==> src/rtl/nn_batch_runner_if.sv <==
// Control, label-memory, network and result signals of nn_batch_runner.
// classCorrect is present only when NN_RUNNER_PERCLASS_EN is defined.
interface nn_batch_runner_if #(
    parameter int NUM_IMAGES  = 8,
    parameter int NUM_CLASSES = 10,
    parameter int DATA_WIDTH  = 16
);
    localparam int IW = (NUM_IMAGES > 1) ? $clog2(NUM_IMAGES) : 1;
    localparam int CW = $clog2(NUM_CLASSES);
    localparam int NW = $clog2(NUM_IMAGES + 1);

    logic                  start;
    logic [IW-1:0]         imgAddr;
    logic [CW-1:0]         label;
    logic                  NNvalid;
    logic                  NNoutValid;
    logic [CW-1:0]         maxIndex;
    logic [DATA_WIDTH-1:0] maxValue;
    logic                  resultValid;
    logic [IW-1:0]         resultIndex;
    logic                  resultCorrect;
    logic [DATA_WIDTH-1:0] resultValue;
    logic [NW-1:0]         correctCount;
    logic [NW-1:0]         timeoutCount;
    logic                  busy;
    logic                  done;
`ifdef NN_RUNNER_PERCLASS_EN
    logic [NUM_CLASSES*NW-1:0] classCorrect;
`endif

    modport master (
`ifdef NN_RUNNER_PERCLASS_EN
        output classCorrect,
`endif
        input  start, label, NNoutValid, maxIndex, maxValue,
        output imgAddr, NNvalid, resultValid, resultIndex, resultCorrect,
               resultValue, correctCount, timeoutCount, busy, done
    );

    modport slave (
`ifdef NN_RUNNER_PERCLASS_EN
        input  classCorrect,
`endif
        output start, label, NNoutValid, maxIndex, maxValue,
        input  imgAddr, NNvalid, resultValid, resultIndex, resultCorrect,
               resultValue, correctCount, timeoutCount, busy, done
    );
endinterface

==> src/rtl/nn_batch_runner.sv <==
// Steps a batch of images through an external classifier and scores each result.
// Optional per-class correct counters: define NN_RUNNER_PERCLASS_EN.
module nn_batch_runner #(
    parameter int NUM_IMAGES     = 8,
    parameter int NUM_CLASSES    = 10,
    parameter int DATA_WIDTH     = 16,
    parameter int TIMEOUT_CYCLES = 4096
) (
    input  logic              clk,
    input  logic              reset,
    nn_batch_runner_if.master nn
);
    localparam int IW = (NUM_IMAGES > 1) ? $clog2(NUM_IMAGES) : 1;
    localparam int CW = $clog2(NUM_CLASSES);
    localparam int NW = $clog2(NUM_IMAGES + 1);
    localparam int TW = $clog2(TIMEOUT_CYCLES);

    typedef enum logic [2:0] {
        S_IDLE, S_LOAD, S_RUN, S_WAIT, S_SCORE, S_DONE
    } state_t;

    state_t                state, state_nx;
    logic [IW-1:0]         addr_q;
    logic [CW-1:0]         label_q;
    logic [CW-1:0]         idx_q;
    logic [DATA_WIDTH-1:0] val_q;
    logic                  timeout_q;
    logic [TW-1:0]         timer_q;
    logic [NW-1:0]         correct_q;
    logic [NW-1:0]         tmo_q;
    logic                  last_img;
    logic                  hit_timeout;
    logic                  is_correct;

    assign last_img    = (addr_q == IW'(NUM_IMAGES - 1));
    assign hit_timeout = (timer_q == TW'(TIMEOUT_CYCLES - 1));
    assign is_correct  = (idx_q == label_q) && !timeout_q;

    always_ff @(posedge clk) begin
        if (!reset) state <= S_IDLE;
        else        state <= state_nx;
    end

    // A result arriving on the timeout cycle wins over the timeout.
    always_comb begin
        state_nx = state;
        case (state)
            S_IDLE,
            S_DONE:  if (nn.start) state_nx = S_LOAD;
            S_LOAD:  state_nx = S_RUN;
            S_RUN:   state_nx = S_WAIT;
            S_WAIT:  if (nn.NNoutValid || hit_timeout) state_nx = S_SCORE;
            S_SCORE: state_nx = last_img ? S_DONE : S_LOAD;
            default: state_nx = S_IDLE;
        endcase
    end

    always_comb begin
        nn.NNvalid       = (state == S_RUN);
        nn.busy          = (state != S_IDLE) && (state != S_DONE);
        nn.done          = (state == S_DONE);
        nn.resultValid   = 1'b0;
        nn.resultIndex   = '0;
        nn.resultCorrect = 1'b0;
        nn.resultValue   = '0;
        if (state == S_SCORE) begin
            nn.resultValid   = 1'b1;
            nn.resultIndex   = addr_q;
            nn.resultCorrect = is_correct;
            nn.resultValue   = val_q;
        end
    end

    assign nn.imgAddr      = addr_q;
    assign nn.correctCount = correct_q;
    assign nn.timeoutCount = tmo_q;

    always_ff @(posedge clk) begin
        if (!reset) begin
            addr_q    <= '0;
            label_q   <= '0;
            idx_q     <= '0;
            val_q     <= '0;
            timeout_q <= 1'b0;
            timer_q   <= '0;
            correct_q <= '0;
            tmo_q     <= '0;
        end else begin
            case (state)
                S_IDLE,
                S_DONE: if (nn.start) begin
                    addr_q    <= '0;
                    correct_q <= '0;
                    tmo_q     <= '0;
                end
                S_LOAD: label_q <= nn.label;
                S_RUN: begin
                    timer_q   <= '0;
                    timeout_q <= 1'b0;
                end
                S_WAIT: begin
                    if (nn.NNoutValid) begin
                        idx_q <= nn.maxIndex;
                        val_q <= nn.maxValue;
                    end else if (hit_timeout) begin
                        timeout_q <= 1'b1;
                        val_q     <= '0;
                    end else begin
                        timer_q <= timer_q + 1'b1;
                    end
                end
                S_SCORE: begin
                    if (is_correct && correct_q != NW'(NUM_IMAGES))
                        correct_q <= correct_q + 1'b1;
                    if (timeout_q && tmo_q != NW'(NUM_IMAGES))
                        tmo_q <= tmo_q + 1'b1;
                    if (!last_img)
                        addr_q <= addr_q + 1'b1;
                end
                default: ;
            endcase
        end
    end

`ifdef NN_RUNNER_PERCLASS_EN
    logic [NW-1:0] class_q [NUM_CLASSES];

    always_ff @(posedge clk) begin
        if (!reset) begin
            for (int unsigned k = 0; k < NUM_CLASSES; k++) class_q[k] <= '0;
        end else if ((state == S_IDLE || state == S_DONE) && nn.start) begin
            for (int unsigned k = 0; k < NUM_CLASSES; k++) class_q[k] <= '0;
        end else if (state == S_SCORE && is_correct) begin
            for (int unsigned k = 0; k < NUM_CLASSES; k++)
                if (label_q == CW'(k) && class_q[k] != NW'(NUM_IMAGES))
                    class_q[k] <= class_q[k] + 1'b1;
        end
    end

    always_comb begin
        nn.classCorrect = '0;
        for (int unsigned k = 0; k < NUM_CLASSES; k++)
            nn.classCorrect[k*NW +: NW] = class_q[k];
    end
`endif

endmodule

==> src/flat_wrapper.sv <==
// flat-port wrapper written by rule: the top's interface ports become plain ports
module nn_batch_runner_flat 
#(
    parameter int NUM_IMAGES     = 8,
    parameter int NUM_CLASSES    = 10,
    parameter int DATA_WIDTH     = 16,
    parameter int TIMEOUT_CYCLES = 4096
)
  (clk, reset, nn_start, nn_label, nn_NNoutValid, nn_maxIndex, nn_maxValue, nn_imgAddr, nn_NNvalid, nn_resultValid, nn_resultIndex, nn_resultCorrect, nn_resultValue, nn_correctCount, nn_timeoutCount, nn_busy, nn_done);
  nn_batch_runner_if #(.NUM_IMAGES(NUM_IMAGES), .NUM_CLASSES(NUM_CLASSES), .DATA_WIDTH(DATA_WIDTH)) nn_i ();
  input  logic clk;
  input  logic reset;
  input wire logic [$bits(nn_i.start)-1:0] nn_start;
  input wire logic [$bits(nn_i.label)-1:0] nn_label;
  input wire logic [$bits(nn_i.NNoutValid)-1:0] nn_NNoutValid;
  input wire logic [$bits(nn_i.maxIndex)-1:0] nn_maxIndex;
  input wire logic [$bits(nn_i.maxValue)-1:0] nn_maxValue;
  output wire logic [$bits(nn_i.imgAddr)-1:0] nn_imgAddr;
  output wire logic [$bits(nn_i.NNvalid)-1:0] nn_NNvalid;
  output wire logic [$bits(nn_i.resultValid)-1:0] nn_resultValid;
  output wire logic [$bits(nn_i.resultIndex)-1:0] nn_resultIndex;
  output wire logic [$bits(nn_i.resultCorrect)-1:0] nn_resultCorrect;
  output wire logic [$bits(nn_i.resultValue)-1:0] nn_resultValue;
  output wire logic [$bits(nn_i.correctCount)-1:0] nn_correctCount;
  output wire logic [$bits(nn_i.timeoutCount)-1:0] nn_timeoutCount;
  output wire logic [$bits(nn_i.busy)-1:0] nn_busy;
  output wire logic [$bits(nn_i.done)-1:0] nn_done;
  assign nn_i.start = nn_start;
  assign nn_i.label = nn_label;
  assign nn_i.NNoutValid = nn_NNoutValid;
  assign nn_i.maxIndex = nn_maxIndex;
  assign nn_i.maxValue = nn_maxValue;
  assign nn_imgAddr = nn_i.imgAddr;
  assign nn_NNvalid = nn_i.NNvalid;
  assign nn_resultValid = nn_i.resultValid;
  assign nn_resultIndex = nn_i.resultIndex;
  assign nn_resultCorrect = nn_i.resultCorrect;
  assign nn_resultValue = nn_i.resultValue;
  assign nn_correctCount = nn_i.correctCount;
  assign nn_timeoutCount = nn_i.timeoutCount;
  assign nn_busy = nn_i.busy;
  assign nn_done = nn_i.done;
  nn_batch_runner #(.NUM_IMAGES(NUM_IMAGES), .NUM_CLASSES(NUM_CLASSES), .DATA_WIDTH(DATA_WIDTH), .TIMEOUT_CYCLES(TIMEOUT_CYCLES)) u_core (.clk(clk), .reset(reset), .nn(nn_i));
endmodule
==> config.mk <==
export PLATFORM = sky130hd
export DESIGN_NAME = nn_batch_runner_flat
export DESIGN_NICKNAME = d
export VERILOG_FILES = /design/src/rtl/nn_batch_runner_if.sv /design/src/rtl/nn_batch_runner.sv /design/src/flat_wrapper.sv
export SDC_FILE = /design/constraint.sdc
export NUM_CORES = 1
export LEC_CHECK = 0
export CAP_MARGIN = 0
export CORE_ASPECT_RATIO = 0.6
export CORE_MARGIN = 2
export CORE_UTILIZATION = 35
export CTS_CLUSTER_SIZE = 16
export DETAILED_ROUTE_END_ITERATION = 7
export SLEW_MARGIN = 20
export SYNTH_ARGS = -nofsm -noshare
export SYNTH_HDL_FRONTEND = slang
export SYNTH_SLANG_ARGS = --single-unit
==> constraint.sdc <==
create_clock -name clk -period 3.96 [get_ports clk]
set_clock_uncertainty 0.1 [all_clocks]
set_input_delay 0.396 -clock clk [delete_from_list [all_inputs] [get_ports clk]]
set_output_delay 0.396 -clock clk [all_outputs]
set_load 0.05 [all_outputs]
* Word-level counts from Yosys, hierarchy flattened
Cells that the tools add are included.
Storage, ports and cells: bits of input ports 28, register bits after elaboration 51, output and inout port bits 35
Cells by class: add/sub/neg operators 4, equality and inequality tests 19, mux-type cells 24, reduce and logical (&&, ||, !) cells 20
Operators by type and width (number):
- two-way mux 16 bit | 3
- two-way mux 12 bit | 2
- one-hot mux 12 bit (2 select lines) | 1
- two-way mux 3 bit | 6
- one-hot mux 4 bit (2 select lines) | 2
- one-hot mux 3 bit (5 select lines) | 1
- AND reduction 3 bit | 5
- adder 12 x 1 -> 12 bit (second input constant) | 1
- equality test 12 bit (second input constant) | 1
- two-way mux 4 bit | 3
- != test 2 bit (second input constant) | 6
- equality test 3 bit (second input constant) | 3
- adder 4 x 1 -> 4 bit (second input constant) | 2
- != test 4 bit (second input constant) | 2
- equality test 3 x 2 -> 1 bit (second input constant) | 2
- one-hot mux 3 bit (2 select lines) | 1
- AND reduction 2 bit | 3
- nonzero test 2 bit | 3
- equality test 4 bit | 1
- logical AND 1 bit | 4
- two-way mux 1 bit | 4
- != test 2 x 1 -> 1 bit (second input constant) | 2
- adder 3 x 1 -> 3 bit (second input constant) | 1
- equality test 3 x 1 -> 1 bit (second input constant) | 1
- 7 further kinds | 7

* Depth between registers and ports, before layout
Gate-level depths: netlist of run 1.
word-level depth 5, depth in mapped cells 8, mapped depth without buffers 6

* Worst setup path after synthesis of run 1
No wires, ideal clock.
path kind register -> output, start point register u_core.state[1], end point output nn_resultCorrect, data arrival time 2574 ps, slack 890 ps, cell stages (with the launch flop) 5, required time 3464 ps, buffers on the path 2, cell sequence dfxtp_1 buf_2 nor3b_1 buf_2 nor4b_1
Between the ends: longest elaborated chain between the ends 2
Ends and longest elaborated chain:
- start, declared | RTL line nn_batch_runner.sv:22 | state_t state, state_nx;
- start signal, assigned | RTL line nn_batch_runner.sv:41 | else state <= state_nx;
- equality test 3 bit | RTL line nn_batch_runner.sv:66 | if (state == S_SCORE) begin
- two-way mux 1 bit | RTL line nn_batch_runner.sv:66
- end, declared | RTL line flat_wrapper.sv:22 | output wire logic [$bits(nn_i.resultCorrect)-1:0] nn_resultCorrect;
Every way passes these cells.

* Worst setup path in the final report of run 1
start point register u_core.state[2], end point output nn_resultCorrect
Same word-level chain as after synthesis.

==> metrics list, run 1 <==
- The run finished with clean final reports.
- Internal cell power: 0.901 mW
- Following the worst setup path forward leads to its endpoint at nn_resultCorrect.
* Kind of start point of the critical path: flip-flop
* Number of enable flip-flop cells after synthesis: 0
- Core Area: 0.00724 mm²
- Post-synth ARST share: 0%
- Die Footprint: 0.00819 mm²
- No sink is reached through more buffers than the 2 on the longest clock path.
- Arrival @ worst endpoint: 2630 ps
* Type of destination of the critical path: primary output
- In this run the tightest slew margin relative to its limit is 46.3%.
- Setup slack on the worst reg-to-reg path comes out at 1480 ps.
- During placement, the flow inserted port buffers numbering 62.
- The die is 70.9 µm tall.
- Buffers inserted during clock tree synthesis total 5.
* Remaining routing DRC violations: 0
- Kind of critical path: reg -> out
* Hold-fix buffers at CTS: 0
- Largest cells by area after synthesis: sky130_fd_sc_hd__dfxtp_1 39%, sky130_fd_sc_hd__a22o_1 5.4%, sky130_fd_sc_hd__and2_1 5.3%, sky130_fd_sc_hd__mux2i_1 4.6%, sky130_fd_sc_hd__ha_1 3.4%
* Cell area after layout: 0.00344 mm²
- Clock latency reported for the late side of the worst-skew pair: 290 ps
* Total leakage power: 1.25 nW
- Total power for the finished layout comes to 1.34 mW.
- The critical path starts at u_core.state[2].
* I/O pin count: 63
- After global routing the overflow that remains totals 0.
- Required time of the critical path: 3460 ps
* Resize count post-CTS: 0
* Setup total negative slack: 0 ps
- The number of endpoints with negative hold slack in the final report was 0.
* Main synth FF type: sky130_fd_sc_hd__dfxtp_1
* Half-perimeter wire length after placement: 4870 µm
- ANT nets after route: 0
- For this design the total switching power over the nets is 0.441 mW.
* Biggest area consumer among synthesized cells: sky130_fd_sc_hd__dfxtp_1
* Total power per unit cell area: 390 mW/mm²
- Number of H-tree levels: 2
- Diode insertion count for antenna repair: 0
* Cell area after technology mapping: 0.00261 mm²
- Final routed wire length divided by cell count: 14.6 µm
* Place WS: 1120 ps
- The tightest min-delay check is of the reg -> reg type.
- The worst-case IR drop observed on VDD is 0.187 mV.
- In the final layout, the share of cells above drive strength 1 is 6.69%.
- Setup slack on the critical path of the routed design comes to 835 ps.
* Switching Fraction: 32.8%
- The initial antenna violation count was 0.
* Maximum number of pins on one net before global-route repair: 31
- Power share of the sequential group: 43.1%
* Fill count: 713
- Once the clock tree was built, the setup fixing pass inserted 0 buffers.
* RR Endpoint: u_core.val_q[0]
- Final count of negative-setup-slack endpoints: 0
- During synthesis, Yosys emitted a total of 0 warnings.
- Highest net fanout along the worst path: 30
* Register bit count reported by yosys: 51
- Clock root buffer master: sky130_fd_sc_hd__clkbuf_16
* DRC violation total after the first TritonRoute iteration: 140
* Cells after synthesis: 291
- Total Nets Final: 378
* Initial Utilization: 36.1%
- Vias in the first global route: 2163
- Final period util: 78.9%
* Global-route usage over all layers: 16.6%
- After synthesis, the netlist uses 59 different library cells.
- Measured along the x axis, the die boundary spans 116 µm.
- When the netlist entered floorplanning its net count stood at 326.
* Clock Pin Slew Worst Setup and Hold Paths: 70 ps
- TritonCTS built the clock tree.
- Fmax: 0.320 GHz
- Unrepaired setup endpoints after global routing: no
- In the routed layout, each cell is associated on average with a via count of 5.17.
- Last weighted congestion value of the routability-driven placer: 0.850
- Wires add up to 6560 µm.
- The average instance in the mapped netlist occupies 8.98 µm².
- Worst-case reg-to-reg path depth: 4
- The floorplan has 24 rows.
* Sequential area share after synthesis: 39.1%
* Clock Sink Count: 51
- For this run, the detailed router's first-pass iteration total came to 4.
* First-pass GRT wire length: 10900 µm
* Fraction of power consumed by combinational cells: 23.8%
- Summing all placed instances gives a cell area of 0.00329 mm².
* Fraction of synthesized cell area taken by the top area cell type: 39.1%
- Count of maximum capacitance violations: 0
- The share of total power dissipated in the clock network is 33.1%.
- In this run the critical register-to-register path is launched from u_core.state[1].
- Across all hold checks on the routed design, the worst slack comes to 375 ps.
- Vias after detailed routing: 2316
* Max Slew Vio Count: 0
- Period minus WS final: 3130 ps
- Area growth, synth to finish: 31.7%
- Least-Margin Pin Slew: 799 ps
## metal layers
| layer | GRT usage, % | up-vias | wire [µm] |
|---|---|---|---|
| li1 | - | 1175 | - |
| met1 | 26.3 | 1073 | 3560 |
| met2 | 22.4 | 63 | 2640 |
| met3 | 3.51 | 5 | 305 |
| met4 | 4.02 | 0 | 53 |
| met5 | 0 | - | 0 |
## layout by cell type, fill, tap and decap left out, types with 3 or more instances in the layout
cell type and count:
sky130_fd_sc_hd__a21oi_1 11, sky130_fd_sc_hd__a22o_1 16, sky130_fd_sc_hd__and2_1 22, sky130_fd_sc_hd__clkbuf_16 5, sky130_fd_sc_hd__clkdlybuf4s50_1 62, sky130_fd_sc_hd__dfxtp_1 51
sky130_fd_sc_hd__ha_1 7, sky130_fd_sc_hd__inv_1 12, sky130_fd_sc_hd__mux2i_1 12, sky130_fd_sc_hd__nand2_1 22, sky130_fd_sc_hd__nand2b_1 6, sky130_fd_sc_hd__nand3_1 8
sky130_fd_sc_hd__nand4_1 6, sky130_fd_sc_hd__nor2_1 14, sky130_fd_sc_hd__nor3_1 5, sky130_fd_sc_hd__nor4_1 3, sky130_fd_sc_hd__o211ai_1 5, sky130_fd_sc_hd__o21ai_0 6
sky130_fd_sc_hd__o311ai_0 5, sky130_fd_sc_hd__o31ai_1 7, sky130_fd_sc_hd__or2_2 4, sky130_fd_sc_hd__or3_1 5, sky130_fd_sc_hd__xnor2_1 3, sky130_fd_sc_hd__xor2_1 3
## logic make-up (layout without fill, tap and decap cells)
family / count (synthesis) / in the layout / synth area share [%]
xor gates and xnor gates: 6 / 6 / 2.01
buffers and inverters: 30 / 83 / 5.17
muxes: 14 / 14 / 5.46
and+or+nand+nor: 113 / 113 / 24.5
DFF: 51 / 51 / 39.1
adders and majority gates: 7 / 7 / 3.35
AOI/OAI and AO/OA: 70 / 70 / 20.5
## registers in the layout (all words and copies together), names as in the netlist
name and count:
u_core.nn.correctCount 4, u_core.timer_q 12, u_core.val_q 16, u_core.timeout_q 1, u_core.nn.timeoutCount 4, u_core.idx_q 4, u_core.state 3, u_core.nn.imgAddr 3
u_core.label_q 4
## worst min-delay path by stage
stage | from | endpoint | slack, ps | cells past startpoint
after floorplan | u_core.val_q[10] | u_core.val_q[10] | 340 | 1
after global placement | u_core.val_q[0] | u_core.val_q[0] | 350 | 1
after detailed placement | u_core.val_q[7] | u_core.val_q[7] | 360 | 1
after CTS | u_core.val_q[10] | u_core.val_q[10] | 380 | 1
after global routing | u_core.val_q[10] | u_core.val_q[10] | 390 | 1
final | u_core.val_q[5] | u_core.val_q[5] | 380 | 1
## stage by stage
step | cells | utilization (%)
after global placement | 440 | 45.4
final | 448 | 47.5
after detailed placement | 440 | 45.4
after global routing | 448 | 47.5
after floorplan | 291 | -
after CTS | 448 | 47.5
## critical path, cell delays in order, from the launching register on
cell	delay (ps)
sky130_fd_sc_hd__dfxtp_1	610
sky130_fd_sc_hd__nor3b_2	240
sky130_fd_sc_hd__buf_4	300
sky130_fd_sc_hd__nor4b_1	310
sky130_fd_sc_hd__clkdlybuf4s50_1	870
## synth_stat cells, types with 3 or more instances
cell,number
sky130_fd_sc_hd__and2_1,22
sky130_fd_sc_hd__a22o_1,16
sky130_fd_sc_hd__a21oi_1,11
sky130_fd_sc_hd__xnor2_1,3
sky130_fd_sc_hd__or3_1,5
sky130_fd_sc_hd__or2_2,4
sky130_fd_sc_hd__buf_2,6
sky130_fd_sc_hd__ha_1,7
sky130_fd_sc_hd__nor3_1,5
sky130_fd_sc_hd__o21ai_0,6
sky130_fd_sc_hd__inv_1,12
sky130_fd_sc_hd__nand3_1,8
sky130_fd_sc_hd__mux2i_1,12
sky130_fd_sc_hd__nand4_1,6
sky130_fd_sc_hd__o31ai_1,7
sky130_fd_sc_hd__dfxtp_1,51
sky130_fd_sc_hd__nand2b_1,6
sky130_fd_sc_hd__nand2_1,22
sky130_fd_sc_hd__xor2_1,3
sky130_fd_sc_hd__clkbuf_1,8
sky130_fd_sc_hd__o311ai_0,5
sky130_fd_sc_hd__o211ai_1,5
sky130_fd_sc_hd__nor2_1,14
sky130_fd_sc_hd__nor4_1,3
## layout make-up
type	count	area [µm²]	share of cell area, %
Clock buffer	5	125	3.64
Clock inverter	3	28.8	0.837
Inverter	12	45.0	1.31
Multi-Input combinational cell	210	1460	42.5
Sequential cell	51	1020	29.7
Tap cell	104	130	3.78
Timing Repair Buffer	63	628	18.3
## power by group through the flow
stage / registers (mW) / logic (mW) / clock network (mW)
4_1_cts: 0.578 / 0.321 / 0.460
5_1_grt: 0.584 / 0.348 / 0.478
3_5_place_dp: 0.590 / 0.320 / 0
6_report: 0.578 / 0.320 / 0.443
3_3_place_gp: 0.588 / 0.318 / 0
2_1_floorplan: 0.573 / 0.233 / 0
No activity file was read; power rests on OpenSTA's default activity.
==> run 2, diff against run 1 <==
Clock period 3.96 ns to 2.62 ns, I/O delays scaled along.
==> run 2 against run 1 <==
Against the previous run:
- clock-buffer cell count is 3 higher
- critical path type unchanged
- first-iteration DRC count is 4.3% lower
- register-to-register slack worse by 1200 ps
- clock power is 56% higher
- design area is 7.7% higher
- global-route usage is 1.4 points higher
- sequential power is 51% higher
- critical path depth is 2 lower
==> metrics list, run 2 (synthesis results as in run 1) <==
- The share of total power dissipated in sequential elements is 42.0%.
- Total leakage power: 1.39 nW
- Maximum buffer depth of the clock tree: 2
* Vias after detailed routing: 2383
- Number of standard-cell rows in the floorplan: 24
- Detailed placement finished with a half-perimeter wire length of 5260 µm.
* Core Area: 0.00724 mm²
- Cell area after placement: 0.00355 mm²
- Fmax: 0.395 GHz
- Dividing the detail-routed wire length by the instance count gives 15.3 µm.
* Drt first pass iters: 4
- Clock-pin slew was measured on the worst setup and hold paths at 70 ps.
* Flip-flop count of the largest register, all copies and words added: 16
- In this run the power density over the cells is 562 mW/mm².
- Relative contribution of the clock network to total power: 33.1%
* Highest net fanout along the worst path: 20
* Remaining routing DRC violations: 0
* Total of buffers placed on input and output ports: 62
- STA puts the critical path data required time at 2260 ps.
* I/O pin count: 63
* Final count of negative-setup-slack endpoints: 0
- Leaving out fill and tap cells, the most frequent cell in the layout is sky130_fd_sc_hd__dfxtp_1.
- Critical hold path startpoint: u_core.val_q[2]
* Final period util: 96.6%
- The final layout contains routed wiring with a total length of 6980 µm.
- DRC violation total after the first TritonRoute iteration: 134
- Initial Utilization: 36.1%
* Register-to-register setup slack: 270 ps
- The critical path is of the reg -> out type.
* Clock Sink Count: 51
- After clock tree synthesis, the flow added hold-fix buffers numbering 0.
- First-pass GRT wire length: 11500 µm
- The endpoint identified for the worst register-to-register timing path is u_core.timer_q[2].
- Once the clock tree was built, the resizer swapped 0 gates to a different size.
* Sum of internal, switching and leakage power: 2.08 mW
- Clock latency on the worst-skew pair, taken at its later pin, is 290 ps.
- Maximum number of pins on one net before global-route repair: 21
* Max Slew Vio Count: 0
* TritonCTS clock tree: done
- 0 antenna diodes ended up in the layout.
- In this run, CTS created clock tree buffers numbering 5.
- Least-Margin Pin Slew: 830 ps
- In the layout the commonest cells are 51 x sky130_fd_sc_hd__dfxtp_1, 40 x sky130_fd_sc_hd__clkdlybuf4s50_1, 22 x sky130_fd_sc_hd__and2_1, 22 x sky130_fd_sc_hd__nand2_1, 20 x sky130_fd_sc_hd__buf_12.
* Run status: completed
* Period minus WS final: 2530 ps
- The worst setup path is captured at a primary output.
- In this run the critical register-to-register path is launched from u_core.state[2].
- Post-DR vias/cell: 5.23
- Post CTS Setup Buffer Count: 0
- The path with the worst hold slack has its endpoint at u_core.val_q[2].
- The number of global-route vias before repair came to 2282.
- The finished cells cover 0.00370 mm².
- Layout cells sized above 1: 15.1%
- Compared with the post-synthesis result, the final layout area differs by 41.8%.
* Kind of start point of the critical path: flip-flop
- Across the VDD grid, the largest voltage drop is 0.268 mV.
* Last weighted congestion value of the routability-driven placer: 0.901
* Die span in x: 116 µm
- Global-route usage over all layers: 18.0%
- Height of the die: 70.9 µm
- In this run the clock root is driven by a sky130_fd_sc_hd__clkbuf_16.
- Of the total power, the share spent switching nets is 31.4%.
- Worst-case reg-to-reg path depth: 6
* Top register by number of flip-flops: u_core.val_q
- Setup total negative slack: 0 ps
- Tightest Hold Check Type: reg -> reg
- The largest registers in the layout are u_core.val_q (16), u_core.timer_q (12).
* Net switching power figure: 0.654 mW
- Internal cell power: 1.43 mW
- Combinational cells account for 24.9% of the total power.
- Unrepaired setup endpoints after global routing: no
* Overflow after GRT: 0
- The H-tree was split into 2 levels.
- Number of hold violations in the final report: 0
- Count of cells along the worst hold path: 1
- In this run the remaining antenna-violating nets after routing total 0.
* Die Footprint: 0.00819 mm²
- Count of maximum capacitance violations: 0
* Relative slew slack: 44.7%
- Total Nets Final: 386
- Initial antenna violation count: 0
* Arrival @ worst endpoint: 2170 ps
==> run 2: cell types whose count changed in the layout (fill, tap and decap cells not counted), moves of 2 or more <==
| cell | previous run | this run |
|---|---|---|
| sky130_fd_sc_hd__clkdlybuf4s50_1 | 62 | 40 |
| sky130_fd_sc_hd__clkinv_4 | 2 | 0 |
| sky130_fd_sc_hd__buf_12 | 0 | 20 |
| sky130_fd_sc_hd__buf_4 | 1 | 11 |
| sky130_fd_sc_hd__clkbuf_8 | 0 | 2 |
==> run 2: layout make-up <==
class                      instances  area (µm²)
fill                             673        3530
sequential                        51        1020
tap                              104         130
multi-input combinational        210        1470
timing repair buffer              71         883
inverter                          12        45.0
clock buffer                       8         156
==> run 2: stage by stage <==
stage | utilization [%] | worst slack, ps | instances | hold slack [ps]
floorplan | - | 209 | 291 | 288
CTS | 51.2 | 99.8 | 456 | 375
finish | 51.2 | 89.5 | 456 | 370
global placement | 49.0 | 423 | 448 | 353
global route | 51.2 | 9.01 | 456 | 385
detailed placement | 49.0 | 343 | 448 | 356
==> run 2: layer usage <==
layer	vias up	global-route usage, %	part of all wire [%]
met4	0	4.02	0.72
li1	1179	-	-
met5	-	0	0
met2	80	24.6	40
met3	5	4.97	7.3
met1	1119	27.9	52
==> run 2: power by group through the flow <==
stage / registers (mW) / logic, mW / clock network, mW
floorplan: 0.866 / 0.355 / 0
global placement: 0.888 / 0.510 / 0
detailed placement: 0.891 / 0.516 / 0
CTS: 0.874 / 0.519 / 0.710
global route: 0.884 / 0.561 / 0.742
finish: 0.874 / 0.519 / 0.689
==> run 2: worst max path at each step <==
stage | start | end | slack (ps) | cells after the start
global placement | u_core.timer_q[0] | u_core.val_q[9] | 420 | 5
detailed placement | u_core.state[2] | u_core.timer_q[2] | 340 | 6
CTS | u_core.state[1] | nn_busy | 100 | 2
finish | u_core.state[1] | nn_busy | 90 | 2
global route | u_core.state[1] | nn_busy | 9 | 2
floorplan | u_core.state[1] | nn_resultValue[10] | 210 | 5
==> run 2: critical path, stage by stage, from the launching register on <==
cell and delay (ps):
sky130_fd_sc_hd__dfxtp_1 800, sky130_fd_sc_hd__or2_2 270, sky130_fd_sc_hd__clkdlybuf4s50_1 800
